$ cat src/rtl/ram_pkg.sv
// Shared constants for the 18 Kb block RAM and the logic that shares its ports.
package ram_pkg;

  localparam int RAM_REQ_ID_W = 1;
  localparam int RAM_ADDR_W   = 10;
  localparam int RAM_DATA_W   = 16;
  localparam int RAM_BURST_W  = 8;

  typedef logic [RAM_REQ_ID_W-1:0] req_id_t;

endpackage

$ cat src/rtl/ram_arb_rr2.sv
// Two-input round-robin grant with bounded bursts. The current owner keeps the
// port while the other side waits until it has had BURST_MAX accepted beats.
module ram_arb_rr2
  import ram_pkg::*;
#(
  parameter int BURST_MAX = 8
) (
  input  logic       clk,
  input  logic       rst_n,
  input  logic [1:0] valid,
  input  logic       accept,
  output logic [1:0] grant,
  output req_id_t    grant_id
);

  localparam logic [RAM_BURST_W-1:0] BURST_LIMIT = RAM_BURST_W'(BURST_MAX);

  req_id_t                owner_q, owner_d;
  logic [RAM_BURST_W-1:0] burst_cnt_q, burst_cnt_d;
  logic                   burst_open;

  // Grant: a lone requester always wins; under contention the owner keeps the
  // port until its burst is used up.
  always_comb begin
    burst_open = (burst_cnt_q < BURST_LIMIT);
    grant      = 2'b00;
    case (valid)
      2'b01:   grant = 2'b01;
      2'b10:   grant = 2'b10;
      2'b11: begin
        if (burst_open) grant = (owner_q == 1'b1) ? 2'b10 : 2'b01;
        else            grant = (owner_q == 1'b1) ? 2'b01 : 2'b10;
      end
      default: grant = 2'b00;
    endcase
    grant_id = grant[1];
  end

  // Burst bookkeeping only moves on accepted beats, so idle cycles neither
  // count toward nor reset the burst.
  always_comb begin
    owner_d     = owner_q;
    burst_cnt_d = burst_cnt_q;
    if (accept) begin
      if (grant_id == owner_q) begin
        if (burst_open) burst_cnt_d = burst_cnt_q + RAM_BURST_W'(1);
      end else begin
        owner_d     = grant_id;
        burst_cnt_d = RAM_BURST_W'(1);
      end
    end
  end

  // Owner and burst counter registers.
  always_ff @(posedge clk) begin
    if (!rst_n) begin
      owner_q     <= '0;
      burst_cnt_q <= '0;
    end else begin
      owner_q     <= owner_d;
      burst_cnt_q <= burst_cnt_d;
    end
  end

endmodule

$ cat src/rtl/ram_tdp_port_arbiter.sv
// Shares one block RAM port between two valid/ready requesters and steers read
// data back to whichever requester issued the read.
module ram_tdp_port_arbiter
  import ram_pkg::*;
#(
  parameter int ADDRESS_WIDTH = RAM_ADDR_W,
  parameter int DATA_WIDTH    = RAM_DATA_W,
  parameter int BURST_MAX     = 8
) (
  input  logic                     clk,
  input  logic                     rst_n,
  input  logic                     req0_valid,
  output logic                     req0_ready,
  input  logic                     req0_we,
  input  logic [ADDRESS_WIDTH-1:0] req0_addr,
  input  logic [DATA_WIDTH-1:0]    req0_di,
  output logic                     rsp0_valid,
  output logic [DATA_WIDTH-1:0]    rsp0_do,
  input  logic                     req1_valid,
  output logic                     req1_ready,
  input  logic                     req1_we,
  input  logic [ADDRESS_WIDTH-1:0] req1_addr,
  input  logic [DATA_WIDTH-1:0]    req1_di,
  output logic                     rsp1_valid,
  output logic [DATA_WIDTH-1:0]    rsp1_do,
  output logic                     ram_en,
  output logic                     ram_we,
  output logic [ADDRESS_WIDTH-1:0] ram_addr,
  output logic [DATA_WIDTH-1:0]    ram_di,
  input  logic [DATA_WIDTH-1:0]    ram_do
);

  logic [1:0] grant;
  req_id_t    grant_id;
  logic       accept;
  logic       sel_we;
  logic       rd_pend_q, rd_pend_d;
  req_id_t    rd_id_q, rd_id_d;

  ram_arb_rr2 #(
    .BURST_MAX (BURST_MAX)
  ) u_arb (
    .clk      (clk),
    .rst_n    (rst_n),
    .valid    ({req1_valid, req0_valid}),
    .accept   (accept),
    .grant    (grant),
    .grant_id (grant_id)
  );

  // Handshake and RAM drive; with no grant the mux rests on requester 0 so
  // the address/data pins never float.
  always_comb begin
    req0_ready = rst_n & grant[0];
    req1_ready = rst_n & grant[1];
    accept     = (req0_valid & req0_ready) | (req1_valid & req1_ready);
    sel_we     = grant[1] ? req1_we   : req0_we;
    ram_addr   = grant[1] ? req1_addr : req0_addr;
    ram_di     = grant[1] ? req1_di   : req0_di;
    ram_en     = accept;
    ram_we     = accept & sel_we;
  end

  // Remember an accepted read and its issuer for the cycle its data appears.
  always_comb begin
    rd_pend_d = accept & ~sel_we;
    rd_id_d   = grant_id;
  end

  // Read-return pipeline registers.
  always_ff @(posedge clk) begin
    if (!rst_n) begin
      rd_pend_q <= 1'b0;
      rd_id_q   <= '0;
    end else begin
      rd_pend_q <= rd_pend_d;
      rd_id_q   <= rd_id_d;
    end
  end

  // Response steering; a response landing on a reset cycle is dropped.
  always_comb begin
    rsp0_valid = rst_n & rd_pend_q & (rd_id_q == 1'b0);
    rsp1_valid = rst_n & rd_pend_q & (rd_id_q == 1'b1);
    rsp0_do    = ram_do;
    rsp1_do    = ram_do;
  end

endmodule
$ cat config.mk
export PLATFORM = sky130hd
export DESIGN_NAME = ram_tdp_port_arbiter
export DESIGN_NICKNAME = d
export VERILOG_FILES = /design/src/rtl/ram_pkg.sv /design/src/rtl/ram_arb_rr2.sv /design/src/rtl/ram_tdp_port_arbiter.sv
export SDC_FILE = /design/constraint.sdc
export NUM_CORES = 1
export LEC_CHECK = 0
export BUFFER_PORTS_ARGS = -buffer_cell sky130_fd_sc_hd__buf_2
export CAP_MARGIN = 20
export CORE_MARGIN = 2
export CORE_UTILIZATION = 35
export DETAILED_ROUTE_END_ITERATION = 10
export MAX_ROUTING_LAYER = met4
export PLACE_DENSITY = 0.82
export RECOVER_POWER = 25
export SYNTH_ARGS = -nofsm -noshare
export SYNTH_HDL_FRONTEND = slang
export SYNTH_HIERARCHICAL = 1
export SYNTH_SLANG_ARGS = --single-unit
$ cat constraint.sdc
create_clock -name clk -period 3.2 [get_ports clk]
set_input_delay 0.48 -clock clk [delete_from_list [all_inputs] [get_ports clk]]
set_output_delay 0.48 -clock clk [all_outputs]
set_load 0.01 [all_outputs]
==> metrics, run 1 <==
status=aborted with a tool error; Halt Stage=detailed routing (5_2_route); First Err=[ERROR DRT-0255] Maze Route cannot find path of net ram_do[12] in worker of routeBox ( 48300 0 ) ( 64120 48300 ).; CTS Buf Count=3; Synth area leaders=buf_4 (20%), dfxtp_1 (17%), mux2_2 (15%); Mapped Nets=209; Synth Flop Type=dfxtp_1; post-synth top area share=0.202; fraction of registers with async set/reset=0; clk sinks=11; GRT Resource Usage Total=0.142; maximum clock path buffer count=2; Die H=64.1 um; Yosys top cell by area=buf_4; chip width=64.1 um; Syn Area/Cell=9.44 um2; # rows=21; global-route wire length before repair=4.63 mm; antenna violations before repair=0; synthesized area=1260 um2; H-tree levels=1; pin count of the biggest net entering global routing=26; Ports=138; clock root buffer=clkbuf_4; number of global-route vias before repair=1094; count leader, synth=buf_4; EDFF count, synth=0; Netlist cell types=39; cts repair resizes=0; GRT overflow=0; dpl hpwl=2.50 mm; Syn Inst Count=134; IO Port Bufs=89; Yosys Warn Count=6; Post-CTS Setup Repair Bufs=0; synth cell count leaders=buf_4 (34), mux2_2 (17), dfxtp_1 (11), mux2_4 (9), nor2_1 (8); post-synthesis sequential area ratio=0.174; Initial Utilization=0.370; FF+latch count, synth=11; GP Congestion=0.854; CTS Hold Buffers Added=0
-- per-stage QoR --
stage	instance area, um2	cells	setup WS, ns	util	hold slack [ns]
after floorplan	1260	134	0.453	-	0.459
after global placement	1520	234	0.543	0.446	0.498
after detailed placement	1520	234	0.532	0.446	0.491
after CTS	1550	238	0.259	0.454	0.502
after global routing	1550	238	0.0935	0.454	0.550
-- kinds of logic after synthesis --
group | Yosys count | synth area share
adder cells (fa/ha/maj) | 1 | 0.00989
flip-flops | 11 | 0.174
AND/OR/NAND/NOR | 30 | 0.159
XOR/XNOR | 2 | 0.0139
buffers and inverters | 42 | 0.238
AO/OA/AOI/OAI | 21 | 0.138
multiplexers | 27 | 0.266
-- layer usage --
layer / global-route usage
met1: 0.167
met2: 0.234
met3: 0.0352
met4: 0.0505
met5: -
==> run 2: changes to the inputs <==
Settings changed: CORE_UTILIZATION 35 to 30, MAX_ROUTING_LAYER met4 to default, PLACE_DENSITY 0.82 to default, PLACE_DENSITY_LB_ADDON from default to 0.15.
==> metrics, run 2 <==
post-synth top area share=0.202; clock root buffer=clkbuf_8; Ports=138; CTS Hold Buffers Added=0; maxcap violations=0; commonest non-fill, non-tap cell in the layout=buf_2; antenna-violating nets left=0; Fmax=350 MHz; P_leak=0.768 nW; IO Port Bufs=89; clk sinks=11; status=finished, final reports clean; Syn Area/Cell=9.44 um2; drt wl/cell=14.6 um; H-tree levels=1; Fin. Hold Viols=0; Worst-path clk slew=0.05 ns; # rows=23; CP Buf/Inv Count=2; fraction of registers with async set/reset=0; Synth area leaders=buf_4 (20%), dfxtp_1 (17%), mux2_2 (15%); global-route wire length before repair=4.96 mm; Syn Inst Count=134; Yosys top cell by area=buf_4; CP max FO=5; Max-slew headroom=0.653; Die Area=4750 um2; filler instances=427; Mapped Nets=209; Netlist cell types=39; ANT cells=0; cts repair resizes=0; pin count of the biggest net entering global routing=19; Non-Filler Instances=243; placed cell count=239; Die H=68.9 um; peak supply drop=0.0974 mV; Area growth syn-to-layout=24.1%; maximum clock path buffer count=2; Nets=269; Initial Utilization=0.314; CP Launch Type=flop; Slew Limit Fails=0; WP data arrival=2.38 ns; max reg flops=8; CP Class=reg2out; CP top delay family=simple AND/OR/NAND/NOR gates; Post-CTS Setup Repair Bufs=0; share of layout cells above drive strength 1=0.679; number of global-route vias before repair=1152; Worst path slowest cell=nor3_1; Final Cycle Share=0.894; CTS tree=yes; post-synthesis sequential area ratio=0.174; core area=4030 um2; DRT Pass-1 Iters=4; PwrDens=287 nW/um2; Tightest Pin Transition=0.516 ns; crit-path cells=nor3_1, nand2_1, xnor2_1, o21a_1, a22oi_2, nor2b_1, buf_4, buf_2; count leader, synth=buf_4; GP Congestion=0.809; Vias=1207; FF+latch count, synth=11; dpl hpwl=3.05 mm; GRT Resource Usage Total=0.140; Setup TNS=0 ns; synth cell count leaders=buf_4 (34), mux2_2 (17), dfxtp_1 (11), mux2_4 (9), nor2_1 (8); DRT iter0 DRCs=8; CTS Buf Count=3; Yosys Warn Count=6; DR DRC count=0; Hold Crit Class=reg2reg; synthesized area=1260 um2; antenna violations before repair=0; clk_lat worst skew=0.23 ns; chip width=68.9 um; GRT overflow=0; Worst Clk Skew=0.00439 ns; fin crit period=2.86 ns; Crit path largest cell delay=0.41 ns; Synth Flop Type=dfxtp_1; final core utilization=0.390; DR vias/cell=4.97; unrepaired setup endpoints after global routing=false; most frequent cells in the layout=buf_2 (89), mux2_2 (17), dfxtp_1 (11), mux2_4 (9), nor2_1 (8); Finish-stage setup viols=0; WL final=3.54 mm; Worst EP required=2.72 ns; CP endpoint kind=output pin; Reg with most FFs=u_arb/burst_cnt_q; EDFF count, synth=0
run 2: cell counts after synthesis:
Identical to the previous run, type by type.
run 2: metrics by stage:
step	hold WS, ns	area, um2	power (mW)	setup slack [ns]
CTS	0.511	1570	0.459	0.324
global placement	0.504	1520	0.317	0.580
global route	0.531	1570	0.483	0.0549
detailed placement	0.503	1520	0.321	0.483
floorplan	0.459	1260	0.285	0.453
finish	0.509	1570	0.451	0.339
run 2: cells by family after synthesis:
logic type                 count (synthesis)  synth area share
DFF                                       11             0.174
muxes                                     27             0.266
AOI/OAI and AO/OA                         21             0.138
buffers and inverters                     42             0.238
adders and majority gates                  1           0.00989
and+or+nand+nor                           30             0.159
xor gates and xnor gates                   2            0.0139
run 2: final cells by class:
class                           count  area [um2]  share of cell area
Sequential cell                    11         220               0.140
Multi-Input combinational cell     81         754               0.480
Timing Repair Buffer               92         468               0.298
Tap cell                           50        62.6              0.0398
Clock inverter                      1        5.00             0.00319
Inverter                            5        18.8              0.0120
Clock buffer                        3        41.3              0.0263
run 2: path summary, 6_finish.rpt:
| path | cells past startpoint | to | slack [ns] | from |
|---|---|---|---|---|
| worst max-delay path | 8 | ram_en | 0.34 | u_arb/burst_cnt_q[7] |
| worst min-delay path | 2 | u_arb/burst_cnt_q[4] | 0.51 | u_arb/burst_cnt_q[4] |
| worst max register to register | 10 | u_arb/burst_cnt_q[7] | 0.43 | u_arb/burst_cnt_q[7] |
| worst min register to register | 2 | u_arb/burst_cnt_q[4] | 0.51 | u_arb/burst_cnt_q[4] |
run 2: tightest hold or removal path, delay by kind of cell (launching register included):
| family | cells | cell delay (ns) |
|---|---|---|
| buffers and inverters | 1 | 0.07 |
| flip-flops | 1 | 0.33 |
| AO/OA/AOI/OAI | 1 | 0.06 |
run 2: metal layers:
metal  share of wire  GRT usage
met1            0.33      0.130
met2            0.52      0.272
met3            0.13     0.0503
met4           0.019     0.0564
met5               0          0
run 2: report_power, final:
group | leakage (nW) | internal (mW) | total (mW) | switching, mW
clock | 0.0255 | 0.0854 | 0.136 | 0.0503
combinational | 0.653 | 0.0936 | 0.169 | 0.0756
sequential | 0.0894 | 0.142 | 0.146 | 0.00456
total | 0.768 | 0.321 | 0.451 | 0.130
No activity file was read; power rests on OpenSTA's default activity.
